===== src/rtl/ifid_skid_stage.sv =====
// Fetch-to-decode pipeline stage: two-entry skid buffer (head + skid) with a
// valid/ready handshake on both sides, registered in_ready and flush to bubble.
//
// state    | meaning
// ---------+----------------------------------------------
// ST_EMPTY | head and skid invalid
// ST_ONE   | head valid, skid invalid
// ST_FULL  | head and skid valid, in_ready held low
module ifid_skid_stage #(
    parameter int unsigned       INST_W      = 32,
    parameter int unsigned       PC_W        = 64,
    parameter logic [INST_W-1:0] NOP_INST    = '0,
    parameter bit                ZERO_BUBBLE = 1'b1
) (
    input  logic              clk,
    input  logic              reset_n,
    input  logic              in_valid,
    output logic              in_ready,
    input  logic [INST_W-1:0] in_inst,
    input  logic [PC_W-1:0]   in_pc,
    input  logic              flush,
    output logic              out_valid,
    input  logic              out_ready,
    output logic [INST_W-1:0] out_inst,
    output logic [PC_W-1:0]   out_pc,
    output logic [1:0]        occupancy
);

    typedef enum logic [1:0] {
        ST_EMPTY = 2'd0,
        ST_ONE   = 2'd1,
        ST_FULL  = 2'd2
    } state_e;

    state_e            state_q, state_d;
    logic [INST_W-1:0] h_inst_q, h_inst_d;
    logic [PC_W-1:0]   h_pc_q, h_pc_d;
    logic [INST_W-1:0] s_inst_q, s_inst_d;
    logic [PC_W-1:0]   s_pc_q, s_pc_d;
    logic              in_ready_q, in_ready_d;
    logic [1:0]        occupancy_q, occupancy_d;

    logic h_valid;
    logic accept;
    logic pop;

    assign h_valid = (state_q != ST_EMPTY);
    assign accept  = in_valid & in_ready_q;
    assign pop     = h_valid & out_ready;

    always_ff @(posedge clk) begin
        if (!reset_n) begin
            state_q     <= ST_EMPTY;
            h_inst_q    <= NOP_INST;
            h_pc_q      <= '0;
            s_inst_q    <= '0;
            s_pc_q      <= '0;
            in_ready_q  <= 1'b1;
            occupancy_q <= 2'd0;
        end else begin
            state_q     <= state_d;
            h_inst_q    <= h_inst_d;
            h_pc_q      <= h_pc_d;
            s_inst_q    <= s_inst_d;
            s_pc_q      <= s_pc_d;
            in_ready_q  <= in_ready_d;
            occupancy_q <= occupancy_d;
        end
    end

    // Flush only invalidates; data registers keep their contents so the
    // non-bubble variant can keep showing the last head.
    always_comb begin
        state_d  = state_q;
        h_inst_d = h_inst_q;
        h_pc_d   = h_pc_q;
        s_inst_d = s_inst_q;
        s_pc_d   = s_pc_q;
        if (flush) begin
            state_d = ST_EMPTY;
        end else begin
            case (state_q)
                ST_EMPTY: begin
                    if (accept) begin
                        h_inst_d = in_inst;
                        h_pc_d   = in_pc;
                        state_d  = ST_ONE;
                    end
                end
                ST_ONE: begin
                    if (accept && pop) begin
                        h_inst_d = in_inst;
                        h_pc_d   = in_pc;
                    end else if (accept) begin
                        s_inst_d = in_inst;
                        s_pc_d   = in_pc;
                        state_d  = ST_FULL;
                    end else if (pop) begin
                        state_d = ST_EMPTY;
                    end
                end
                ST_FULL: begin
                    if (pop) begin
                        h_inst_d = s_inst_q;
                        h_pc_d   = s_pc_q;
                        state_d  = ST_ONE;
                    end
                end
                default: state_d = ST_EMPTY;
            endcase
        end
    end

    always_comb begin
        in_ready_d = (state_d != ST_FULL);
        case (state_d)
            ST_ONE:  occupancy_d = 2'd1;
            ST_FULL: occupancy_d = 2'd2;
            default: occupancy_d = 2'd0;
        endcase
        out_valid = h_valid;
        if (ZERO_BUBBLE && !h_valid) begin
            out_inst = NOP_INST;
            out_pc   = '0;
        end else begin
            out_inst = h_inst_q;
            out_pc   = h_pc_q;
        end
    end

    assign in_ready  = in_ready_q;
    assign occupancy = occupancy_q;

endmodule

===== config.mk =====
export PLATFORM = sky130hd
export DESIGN_NAME = ifid_skid_stage
export DESIGN_NICKNAME = d
export VERILOG_FILES = /design/src/rtl/ifid_skid_stage.sv
export SDC_FILE = /design/constraint.sdc
export NUM_CORES = 1
export LEC_CHECK = 0
export ABC_AREA = 1
export CELL_PAD_IN_SITES_DETAIL_PLACEMENT = 1
export CELL_PAD_IN_SITES_GLOBAL_PLACEMENT = 1
export CORE_ASPECT_RATIO = 1.1
export CORE_MARGIN = 5
export CORE_UTILIZATION = 37
export CTS_CLUSTER_DIAMETER = 120
export DETAILED_ROUTE_END_ITERATION = 10
export PLACE_DENSITY_LB_ADDON = 0.08
export SETUP_SLACK_MARGIN = 0.02
export SLEW_MARGIN = 20
export SYNTH_ARGS = -nofsm -noshare
export SYNTH_HDL_FRONTEND = slang
export SYNTH_SLANG_ARGS = --single-unit
export TNS_END_PERCENT = 100

===== constraint.sdc =====
create_clock -name clk -period 2.35 [get_ports clk]
set_input_delay 0.47 -clock clk [delete_from_list [all_inputs] [get_ports clk]]
set_output_delay 0.47 -clock clk [all_outputs]
set_load 0.005 [all_outputs]

==> summary.txt, run 1 <==
GRT Total Usage -> 21.33%
Non-Filler Instances -> 1952
Setup WS post-layout -> 0.05556 ns
endpoints failing setup -> 0
Worst path depth -> 5
global-route wire length before repair -> 49290 um
asr flop ratio synth -> 0%
I/O pin cnt -> 201
drt first pass iters -> 5
clock skew -> 0.01438 ns
Post-DP HPWL -> 18350 um
DR vias/cell -> 4.870
most frequent cell after synthesis -> nand2_1
Final Max Tran Viols -> 0
CP Data Arrival Time -> 1.82 ns
# port buffers -> 200
Synth Net Count -> 1578
grt total ovfl -> 0
sequential cell area -> 3949 um^2
number of synthesized flops with an enable pin -> 0
die area -> 27890 um^2
Clock Sinks -> 197
Cells after Synth -> 1477
Die W -> 159.7 um
Leak -> 6.075 nW
outcome -> complete, no violations
critical-path cell list -> nor2_4 > buf_4 > buf_12 > nor2_2 > clkdlybuf4s50_1
TritonCTS buffer count -> 17
DIE HEIGHT -> 174.7 um
final worst path period share -> 97.64%
Clock Tree Root -> clkbuf_16
Worst slew margin -> 63.58%
GP Congestion -> 0.7550
CP bufs+invs -> 3
NumNets Final -> 1728
Mapped Area -> 9120 um^2
Crit path required time -> 1.88 ns
most frequent cells after synthesis -> nand2_1, nor2_1, dfxtp_1
drt wl/cell -> 15.79 um
Synth warnings -> 0
Yosys top cell area share -> 43.24%
worst hold path type -> reg2reg
synth-to-layout area growth -> 34.11%
Routed Antenna Nets -> 0
CTS H-tree depth -> 4
cts hold-fix bufs -> 0
Max-cap violations -> 0
P per Cell Area -> 599.9 nW/um^2
Avg Cell Area, Syn -> 6.175 um^2
maximum vdd drop -> 461.5 uV
Vias -> 9507
worst reg2reg path depth -> 10
crit path capture type -> primary output
post-synth top area cell -> dfxtp_1
min cycle time layout -> 2.294 ns
top area cells in the synthesized netlist -> dfxtp_1, nand2_1, nor2_1, a21oi_1, nand3_1
Starting Density -> 37.38%
top fanout value on the critical path -> 19
fillers -> 3221
hold depth -> 2
Netlist cell types -> 15
RSZ-0062 raised after global routing -> true
core area -> 24400 um^2
vias in the first global route -> 9758
final hold vios -> 0
Yosys reg bits -> 197
CTS tree -> yes
critical path launch point type -> register
clk slew on worst S/H paths -> 0.07 ns
clk_lat worst skew -> 0.43 ns
Placed Area -> 11390 um^2
Synth Flop Type -> dfxtp_1
pre-CTS WS -> 0.1654 ns
clk buf depth -> 2
proportion of layout cells with a drive suffix above 1 -> 5.552%
# DRC -> 0
Peak Freq -> 435.8 MHz
sequential share of the synthesized area -> 43.24%
Post-Place Cells -> 1908
Setup CP Type -> reg2out
max incr delay on CP -> 0.53 ns
largest net degree at the start of global routing -> 100
Row Count -> 60
final wirelength -> 30820 um
Starting DRT DRC Count -> 506
antenna violations before repair -> 4
CP top delay family -> buffers and inverters
slowest cell on the critical path -> clkdlybuf4s50_1
final core utilization -> 50.13%
fin area -> 12230 um^2
area occupied by multi-input gates -> 4374 um^2
Worst Tran Pin Value -> 0.5463 ns
[area by class of cell]
class / count / share of cell area [%]
Clock buffer: 18 / 3.591
Tap cell: 310 / 3.171
Timing Repair Buffer: 233 / 20.99
Antenna cell: 3 / 0.06138
Clock inverter: 13 / 0.9514
Sequential cell: 197 / 32.29
Multi-Input combinational cell: 1075 / 35.76
Inverter: 103 / 3.182
[kinds of logic after synthesis]
family / share of synthesized area, %
buf+inv: 9.521
simple gates: 41.75
compound gates: 5.488
flops: 43.24
[worst paths after layout]
path	from	endpoint	slack (ns)
hold / removal	s_inst_q[15]$_SDFFE_PN0P_	s_inst_q[15]$_SDFFE_PN0P_	0.46
setup / recovery	state_q[0]$_SDFF_PN0_	out_inst[24]	0.06
setup reg to reg	state_q[0]$_SDFF_PN0_	h_pc_q[32]$_SDFFE_PN0P_	0.48
hold reg to reg	s_inst_q[15]$_SDFFE_PN0P_	s_inst_q[15]$_SDFFE_PN0P_	0.46
[cells in the final DEF, fill, tap and decap left out]
cell type and n:
a21oi_1 99, buf_12 13, buf_16 1, buf_4 15, buf_6 2, buf_8 1, clkbuf_16 19, clkbuf_8 1
clkdlybuf4s50_1 158, clkinv_2 3, clkinv_4 3, clkinvlp_4 1, dfxtp_1 195, dfxtp_2 1, dfxtp_4 1, diode_2 3
dlygate4sd2_1 4, dlymetal6s2s_1 37, inv_1 98, inv_2 3, inv_6 5, inv_8 3, nand2_1 582, nand2_4 2
nand2_8 1, nand3_1 98, nor2_1 276, nor2_2 12, nor2_4 4, o21ai_0 1
[routing by layer]
metal | vias up | GRT usage (%) | share of wire [%]
met1 | 4553 | 25.83 | 45
met3 | 34 | 4.364 | 4.1
met4 | 2 | 5.859 | 2.0
met5 | - | 0 | 0.039
met2 | 165 | 38.38 | 49
li1 | 4753 | - | -
[tightest hold or removal path, delay by kind of cell (launching register included)]
kind / cells / cell delay, ns
DFF: 1 / 0.31
and+or+nand+nor: 1 / 0.06
AOI/OAI and AO/OA: 1 / 0.05
[through the flow]
stage | setup TNS (ns) | hold slack [ns] | total power [mW]
finish | 0 | 0.4636 | 7.337
global route | 0 | 0.4812 | 7.711
CTS | -1.899 | 0.4653 | 7.402
detailed placement | 0 | 0.4538 | 4.547
global placement | 0 | 0.4479 | 4.518
floorplan | 0 | 0.4392 | 4.096
[registers in the layout (all words and copies together), names as in the netlist]
| register | count |
|---|---|
| state_q | 2 |
| s_inst_q | 32 |
| s_pc_q | 64 |
| occupancy | 2 |
| h_inst_q | 32 |
| in_ready | 1 |
| h_pc_q | 64 |
[repair_timing]
action                                  4_1_cts  5_1_grt
resized for setup                             7       55
hold endpoints to repair                      0        0
cloned                                        1        3
pin swaps                                     0        1
setup buffers                                 0        6
endpoints found under the setup margin       68       90
[power by group]
group          switching [mW]  leakage, nW  internal (mW)
clock                    1.41        0.274           1.42
combinational           0.577         4.19          0.422
sequential             0.0365         1.61           3.47
No activity file was read; power rests on OpenSTA's default activity.
==> run 2, diff against run 1 <==
--- a/config.mk
+++ b/config.mk
@@ -15,7 +15,7 @@
 export DETAILED_ROUTE_END_ITERATION = 10
 export PLACE_DENSITY_LB_ADDON = 0.08
 export SETUP_SLACK_MARGIN = 0.02
-export SLEW_MARGIN = 20
+export SLEW_MARGIN = 0
 export SYNTH_ARGS = -nofsm -noshare
 export SYNTH_HDL_FRONTEND = slang
 export SYNTH_SLANG_ARGS = --single-unit
==> results of run 2 <==
Final layout, timing and power as in run 1 (identical DEF).
==> variant (settings of run 1) <==
Re-encode `state_e` (3 states) as one-hot, 3 bits wide.
--- a/src/rtl/ifid_skid_stage.sv
+++ b/src/rtl/ifid_skid_stage.sv
@@ -28,6 +28,6 @@
 
-    typedef enum logic [1:0] {
-        ST_EMPTY = 2'd0,
-        ST_ONE   = 2'd1,
-        ST_FULL  = 2'd2
+    typedef enum logic [2:0] {
+        ST_EMPTY = 3'b001,
+        ST_ONE   = 3'b010,
+        ST_FULL  = 3'b100
     } state_e;
Behaviour: same outputs for any inputs over 4 cycles, from zero or initial values and one cycle with reset_n low; so few cycles prove little.
==> variant against run 1 <==
  * Total power is 3.0% higher
  * Final area rose by 5.1%
  * Area after synthesis rose by 3.6%
  * Register-to-register slack got worse by 0.27 ns
  * Die area is 3.4% higher
  * Worst setup slack improved by 0.053 ns
  * Wire length decreased by 4.1%
  * Core utilization is 0.77 points higher
  * Worst hold slack lost 0.029 ns
  * Sequential cell count increased by 1
  * Via count rose by 1.4%
  * Critical path depth increased by 3
  * Critical path type unchanged
  * Largest cell class is now sequential cells
  * Highest routed layer unchanged
==> variant: results (changes against run 1) <==
Layout
  – Layout cell share with drive strength beyond 1: 6.16% (+0.61 points)
  – Final instance area: 0.0129 mm2 (+5.1%)
  – Area fraction of clock buffers and clock inverters: 4.34% (-0.20 points)
  – Number of non-clock buffers: 250 (+7.3%)
  – Share of cell area taken by flip-flops and latches: 30.9% (-1.4 points)
  – Area of the multi-input gates: 0.00396 mm2 (-9.4%)
  – Final-layout fill cell count: 3264 (+1.3%)
  – Number of sequential cells in the layout: 198 (+0.51%)
  – Antenna cell count: 1 (-2)
  – Nets: 1761 (+1.9%)
  – Fraction of cell area in non-clock buffers: 21.9% (+0.94 points)
  – Invs w/o clock: 297 (+190%)
  – Number of multi-input logic gates: 896 (-17%)
  – Clock buffer count: 19 (+1)

Logic synthesis
  – Fraction of the yosys area taken by sequential cells: 42.0% (-1.3 points)
  – Number of instances in the synthesized netlist: 1495 (+1.2%)
  – Largest cells by area after synthesis: dfxtp_1 42%, nand2_1 12%, inv_1 12%
  – Net count of the mapped netlist: 1596 (+1.1%)
  – Post-synthesis compound-gate area fraction: 15.5% (+10 points)
  – Leading cell types by count after synthesis: 298 x nand2_1, 294 x inv_1, 200 x nor2_1
  – Number of distinct standard cells referenced by the synthesized netlist: 19 (+4)

STA
  – Transition time of the tightest slew-check pin: 0.413 ns (-0.133 ns)
  – Largest clock skew in the final design: 0.0133 ns (-0.00106 ns)
  – Hold WS: 0.435 ns (-0.0287 ns)

Run status
  – Status: complete, no violations

Placement
  – Placed Area: 0.0119 mm2 (+4.3%)
  – Post-Place Worst Slack: 0.00288 ns (-0.162 ns)
  – Global placer's final weighted congestion: 0.734 (-2.7%)
  – Final HPWL from detailed placement: 18400 um (+0.32%)

Power and ir drop
  – Sequential cell fraction of total power: 47.4% (-0.4 points)
  – Overall Power: 7.56 mW (+3.0%)
  – Leak Pwr: 7.08 nW (+17%)
  – Peak VDD IR: 0.425 mV (-8.0%)

Route
  – Detailed router's first-iteration violation count: 516 (+2.0%)
  – Vias per cell: 4.78 (-1.9%)
  – Final Routed Wirelength: 29600 um (-4.1%)

Clock tree
  – Post-CTS setup repair buffer count: 15 (+15)

Worst hold path
  – Hold worst-path end: h_pc_q[18]
  – Worst Hold Path Cells: 3 (+1)
  – Startpoint of the lowest-slack hold path: reset_n
  – Worst min path class: in -> reg

Global routing
  – Initial antenna violation count: 2 (-2)
  – Total global routing track utilization: 20.3% (-1.0 points)
  – First-pass GRT wire length: 47600 um (-3.4%)
  – Maximum number of pins on one net before global-route repair: 103 (+3.0%)
  – Vias in the first global route: 9571 (-1.9%)

Critical path
  – Worst r2r src: state_q[2]
  – Capturing point of the worst reg2reg path: h_inst_q[6]
  – Max FO, Critical Path: 13 (-6)
  – Reg2reg setup slack: 0.21 ns (-0.27 ns)
  – Length in cells of the worst reg-to-reg path: 13 (+3)

Die
  – Tapcells inserted: 346 (+12%)
variant: layer usage:
layer  up-vias  GRT usage (%)  part of all wire, %
met1      4606           25.3                   45
met2       157           36.0                   49
li1       4850              -                    -
met5         -              0                0.061
met3        29           3.62                  3.8
met4         2           5.57                  1.7
variant: worst max-delay path by stage:
stage	start	slack [ns]	endpoint	cells past startpoint
after detailed placement	in_valid	0.003	h_inst_q[7]	10
after CTS	state_q[1]	-0.03	out_inst[18]	8
after global placement	in_valid	0.07	h_pc_q[54]	10
after global routing	state_q[2]	0.02	out_pc[50]	8
final	state_q[2]	0.11	out_pc[50]	8
after floorplan	state_q[1]	0.60	out_inst[0]	7
variant: critical path, cell delays in order, from the launching register on:
cell and delay [ns]:
dfxtp_2 0.33, inv_2 0.07, nand3_4 0.12, buf_12 0.17, buf_16 0.15, buf_4 0.14
nand2_1 0.05, inv_1 0.04, dlygate4sd2_1 0.26
